--- src/rtl/circuit_operand_sequencer.sv ---
// Operand/result sequencer for the netlist datapath: registers one operand triple,
// waits LAT cycles for the datapath to settle, then holds the captured result until it is consumed.
module circuit_operand_sequencer #(
   parameter int DATAW = 8,
   parameter int XW    = 16,
   parameter int LAT   = 1
) (
   input  logic             clk,
   input  logic             rst,
   input  logic             in_valid,
   output logic             in_ready,
   input  logic [DATAW-1:0] in_a,
   input  logic [DATAW-1:0] in_b,
   input  logic [DATAW-1:0] in_c,
   output logic [DATAW-1:0] dp_a,
   output logic [DATAW-1:0] dp_b,
   output logic [DATAW-1:0] dp_c,
   input  logic [DATAW-1:0] dp_z,
   input  logic [XW-1:0]    dp_x,
   output logic             out_valid,
   input  logic             out_ready,
   output logic [DATAW-1:0] out_z,
   output logic [XW-1:0]    out_x,
   output logic [15:0]      txn_count
);

   if (LAT < 0 || LAT > 15) begin : g_lat_chk
      $error("circuit_operand_sequencer: LAT must be within 0..15");
   end

   localparam logic [3:0] LAT4 = 4'(LAT);

   typedef enum logic [1:0] {IDLE, WAIT, HOLD} state_t;

   state_t     state;
   logic [3:0] wcnt;

   // in_ready/out_valid are registered alongside state so they never depend on inputs.
   always_ff @(posedge clk) begin
      if (rst) begin
         state     <= IDLE;
         in_ready  <= 1'b1;
         out_valid <= 1'b0;
         wcnt      <= '0;
         dp_a      <= '0;
         dp_b      <= '0;
         dp_c      <= '0;
         out_z     <= '0;
         out_x     <= '0;
         txn_count <= '0;
      end else begin
         unique case (state)
            IDLE: begin
               if (in_valid) begin
                  dp_a     <= in_a;
                  dp_b     <= in_b;
                  dp_c     <= in_c;
                  wcnt     <= LAT4;
                  in_ready <= 1'b0;
                  state    <= WAIT;
               end
            end
            WAIT: begin
               if (wcnt != 4'd0) begin
                  wcnt <= wcnt - 4'd1;
               end else begin
                  out_z     <= dp_z;
                  out_x     <= dp_x;
                  out_valid <= 1'b1;
                  state     <= HOLD;
               end
            end
            HOLD: begin
               if (out_ready) begin
                  out_valid <= 1'b0;
                  in_ready  <= 1'b1;
                  txn_count <= txn_count + 16'd1;
                  state     <= IDLE;
               end
            end
            default: begin
               in_ready  <= 1'b1;
               out_valid <= 1'b0;
               state     <= IDLE;
            end
         endcase
      end
   end

endmodule

--- config.mk ---
export PLATFORM = sky130hd
export DESIGN_NAME = circuit_operand_sequencer
export DESIGN_NICKNAME = d
export VERILOG_FILES = /design/src/rtl/circuit_operand_sequencer.sv
export SDC_FILE = /design/constraint.sdc
export NUM_CORES = 1
export LEC_CHECK = 0
export CORE_MARGIN = 2
export CORE_UTILIZATION = 38
export CTS_CLUSTER_SIZE = 24
export DETAILED_ROUTE_END_ITERATION = 10
export GPL_TIMING_DRIVEN = 0
export PLACE_DENSITY = 0.76
export SYNTH_ARGS = -nofsm -noshare
export SYNTH_HDL_FRONTEND = slang
export SYNTH_SLANG_ARGS = --single-unit
--- constraint.sdc ---
create_clock -name clk -period 1.55 [get_ports clk]
set_input_delay 0.155 -clock clk [delete_from_list [all_inputs] [get_ports clk]]
set_output_delay 0.155 -clock clk [all_outputs]
set_load 0.005 [all_outputs]
# Yosys cells after proc, flatten, opt, wreduce, memory -nomap -nowiden

Index checks and enable logic that the tools add are counted.

Add/subtract/negate cells: 2
Equality and inequality tests: 6
Mux-type cells: 13
Bitwise logic cells: 3
Reductions and logical operators: 10

Operators by type and width:

| operator                                                            | number |
|---|---|
| 16-bit by 1-bit adder with 16-bit output (second input constant)    | 1 |
| 3-bit AND reduction                                                 | 4 |
| 4-bit 2-to-1 mux                                                    | 2 |
| 2-bit != test (second input constant)                               | 4 |
| 4-bit case mux with 2 select lines                                  | 1 |
| 2-bit 2-to-1 mux                                                    | 3 |
| 1-bit case mux with 3 select lines                                  | 2 |
| 2-bit case mux with 3 select lines                                  | 1 |
| 2-bit AND reduction                                                 | 3 |
| 1-bit 2-to-1 mux                                                    | 4 |
| 4-bit nonzero test                                                  | 1 |
| 4-bit by 1-bit subtractor with 4-bit output (second input constant) | 1 |
| 1-bit inverter                                                      | 3 |
| 2-bit by 1-bit == test with 1-bit output (second input constant)    | 1 |
| 2-bit == test (second input constant)                               | 1 |
| 2-bit zero test                                                     | 1 |
| 2-bit nonzero test                                                  | 1 |

Register bits: 72
Input bits: 52
Output and inout bits: 66
Word-level logic and storage cells: 44

# Longest topological paths before layout

Word-level depth: 3
Mapped depth: 8
Depth with buffers taken out: 6

# Worst setup path after synthesis

OpenSTA, ideal clock, no wires.

Kind: reg2reg
From: register wcnt[0]
To: register out_z[1]
Library setup time: 132 ps
Arrival: 1,437 ps
Required time: 1,418 ps
Slack: -20 ps
Stages on the path, launching flop included: 8
Buffers on the path: 1
Period minus slack after synthesis: 1,570 ps
Cells stage by stage: dfxtp_1 inv_1 ha_1 nor3b_1 nand3b_1 clkbuf_1 nand2_1 a21oi_1

Word-level cells in the longest chain between the ends: 3

Ends and longest elaborated chain:

| what                                 | RTL line | RTL |
|---|---|---|
| from (decl)                          | 36       | `logic [3:0] wcnt;` |
| from (signal assigned)               | 65       | `wcnt <= wcnt - 4'd1;` |
| 4-bit nonzero test                   | 64       | `if (wcnt != 4'd0) begin` |
| 1-bit inverter (no source line)      | -        |  |
| 2-bit AND reduction (no source line) | -        |  |
| to (signal assigned)                 | 67       | `out_z <= dp_z;` |
| to (decl)                            | 22       | `output logic [DATAW-1:0] out_z,` |

No other way between the ends.
A chain may end at the register's enable or synchronous reset.

# Worst setup path after layout

From: register wcnt[0]
To: register out_z[7]

Same word-level chain as after synthesis.

==> qor.csv <==
stage,metric,value,unit
status,status,"complete, no violations",
global_routing,first-pass GRT wire length,11740,um
timing,part of the cycle the worst path needs,99.70,%
worst_setup_path,Setup CP Type,register to register,
logic_synthesis,Synth warnings,0,
timing,Slew Limit Fails,0,
logic_synthesis,Mapped Nets,394,
cells_and_area,n_diodes,0,
timing,final setup fails,0,
cells_and_area,number of nets in the layout,534,
global_routing,initial antenna violation count,0,
worst_setup_path,CP arrival,1810,ps
cells_and_area,Fillers,587,
detailed_routing,Avg WL per Cell,13.73,um
detailed_routing,WL final,8005,um
timing,worst-case clock skew,7.885,ps
logic_synthesis,Synth async-reset ratio,0,%
logic_synthesis,average cell area after synthesis,8.179,um^2
cells_and_area,Final Util,64.12,%
clock_tree,Sink Count,72,
detailed_routing,drt initial violations,85,
logic_synthesis,Syn Std Cell Area,2773,um^2
flow_run,Max Cap Violations,0,
worst_setup_path,CP Launch Type,register,
power,Leak,1.705,nW
clock_tree,CTS Buf Count,9,
floorplan,row count,31,
worst_setup_path,reg2reg path depth,8,
timing,worst slew pin tran,630.5,ps
logic_synthesis,cells after synthesis,339,
placed_design,DP Cell Count,554,
placed_design,GP Congestion,0.7921,
logic_synthesis,post-synth top area share,51.99,%
logic_synthesis,most instantiated cells after synthesis,"nand2_1, dfxtp_1, a21oi_1, nor2_1, clkbuf_1",
cells_and_area,register area,1468,um^2
power,Pwr Total,4.326,mW
worst_setup_path,Crit Path Max Fanout,7,
timing,Worst slew margin,57.97,%
clock_tree,clock tree buffer depth,2,
detailed_routing,iteration count of the initial detailed-routing pass,4,
worst_setup_path,Worst EP required,1820,ps
logic_synthesis,number of synthesized flops with an enable pin,0,
cells_and_area,multi-input logic area,1380,um^2
global_routing,vias in the first global route,2590,
hold_path,Hold Path Stages,4,
floorplan,Core Box Area,7176,um^2
floorplan,starting density of the core,38.64,%
logic_synthesis,Seq cells post-synth,72,
timing,final hold viol count,0,
cells_and_area,final non-filler cell total,583,
hold_path,Hold Path Class,input port to register,
timing,Tmin final,1545,ps
logic_synthesis,cell type with the largest total area after synthesis,dfxtp_1,
timing,RSZ-0062 raised after global routing,true,
global_routing,Overall Global Routing Usage,19.11,%
worst_setup_path,critical path capture point type,register,
clock_tree,clk_lat worst skew,330,ps
clock_tree,CTS tree,built,
detailed_routing,DRC violations left,0,
power,maximum VDD drop,0.7565,mV
cells_and_area,Layout area overhead,65.93,%
detailed_routing,Vias/cell,4.878,
detailed_routing,vias,2844,
floorplan,IO Pins,118,
clock_tree,H-tree depth,3,
timing,f_max,647.1,MHz
power,P per Cell Area,940.2,nW/um^2
logic_synthesis,most frequent cell after synthesis,nand2_1,
logic_synthesis,post-synthesis sequential area ratio,51.99,%
logic_synthesis,Post-synth top flop,dfxtp_1,
global_routing,largest net degree at the start of global routing,12,
logic_synthesis,synth top area cells,"dfxtp_1, nand2_1, a21oi_1, nor2_1, xor2_1",
floorplan,die area,7996,um^2
floorplan,Die Y,89.42,um
placed_design,Port Buffers,116,
clock_tree,"Clk pin slew, worst setup/hold paths",70,ps
placed_design,DP HPWL,5355,um
detailed_routing,Final ANT Viol Nets,0,
logic_synthesis,number of library cell types mapped by synthesis,36,
floorplan,overall die width,89.42,um
clock_tree,Root Buffer,clkbuf_8,
global_routing,gr ovfl total,0,
cells_and_area,share of layout cells above drive strength 1,19.21,%
through the flow:
stage	hold slack [ps]	TNS, ps	instance area, um^2	setup slack (ps)
4_1_cts	344.3	0	4307	0.08660
3_3_place_gp	441.2	-13810	4063	-371.4
5_1_grt	327.5	-1217	4601	-80.30
6_report	270.1	0	4601	4.665
2_1_floorplan	291.0	0	2778	37.53
3_5_place_dp	445.3	-14950	4063	-402.7
placed cells by master, fill, tap and decap left out, drive strengths merged, types with 2 or more instances in the layout:
cell and count:
ha 3, nand4 6, clkbuf 26, a21oi 56, mux2i 3, dfxtp 72
nand3b 2, clkinv 4, nand2b 3, xnor2 3, nor3 4, xor2 6
nor2 16, buf 21, clkdlybuf4s50 115, inv 3, nand4b 2, nor3b 2
nand3 6, or3 6, nand2 104, o21ai 7
critical path, cell delays in order (launching register included):
cell	delay (ps)
dfxtp_2	330
inv_2	80
ha_4	130
nor3b_4	230
and3b_1	210
buf_6	160
clkbuf_16	160
nand2_2	50
a21oi_1	130
cell families after synthesis:
| family | count (synthesis) | share of synthesized area (%) |
|---|---|---|
| simple gates | 160 | 26.08 |
| flops | 72 | 51.99 |
| compound gates | 66 | 12.23 |
| buf+inv | 25 | 4.016 |
| xor+xnor | 9 | 2.843 |
| mux | 4 | 1.489 |
| fa+ha+maj | 3 | 1.354 |
flip-flops by register name, summed over array words and instances, names as in the netlist, 2 cells and up:
| register | cells |
|---|---|
| dp_b | 8 |
| wcnt | 4 |
| out_z | 8 |
| state | 2 |
| out_x | 16 |
| txn_count | 16 |
| dp_a | 8 |
| dp_c | 8 |
where the power goes:
part           switching, mW  leakage, nW  internal [mW]
logic                  0.431         1.02          0.571
clock network          0.654       0.0899          0.615
registers             0.0768        0.594           1.98
metal layers:
metal	up-vias	GRT usage, %	wire length (um)
met3	6	8.310	548
met5	-	0	0
met2	81	32.73	3994
met4	0	5.020	75
li1	1409	-	-
met1	1348	21.84	3386
timing repair:
| action | CTS | global route |
|---|---|---|
| gates resized for setup | 28 | 53 |
| hold buffers | 0 | 0 |
| cloned | 0 | 2 |
| pin swaps | 2 | 19 |
| endpoints found under the hold margin | 0 | 0 |
| setup endpoints to repair | 49 | 57 |
| buffers inserted | 2 | 11 |
layout make-up:
class                      count  share of cell area, %
sequential                    72                  31.90
multi-input combinational    242                  30.00
timing repair buffer         131                  28.50
clock buffer                  12                  3.155
buffer                        20                  3.073
tap                           99                  2.692
clock inverter                 4                 0.4351
inverter                       3                 0.2448
final timing paths:
path	slack (ps)	startpoint	endpoint
max	5	wcnt[0]$_SDFFE_PP0P_	out_z[7]$_SDFFE_PP0P_
min	270	out_ready	state[1]$_SDFFE_PP0P_
max reg2reg	5	wcnt[0]$_SDFFE_PP0P_	out_z[7]$_SDFFE_PP0P_
min reg2reg	450	dp_b[3]$_SDFFE_PP0P_	dp_b[3]$_SDFFE_PP0P_
No activity file was read; power rests on OpenSTA's default activity.
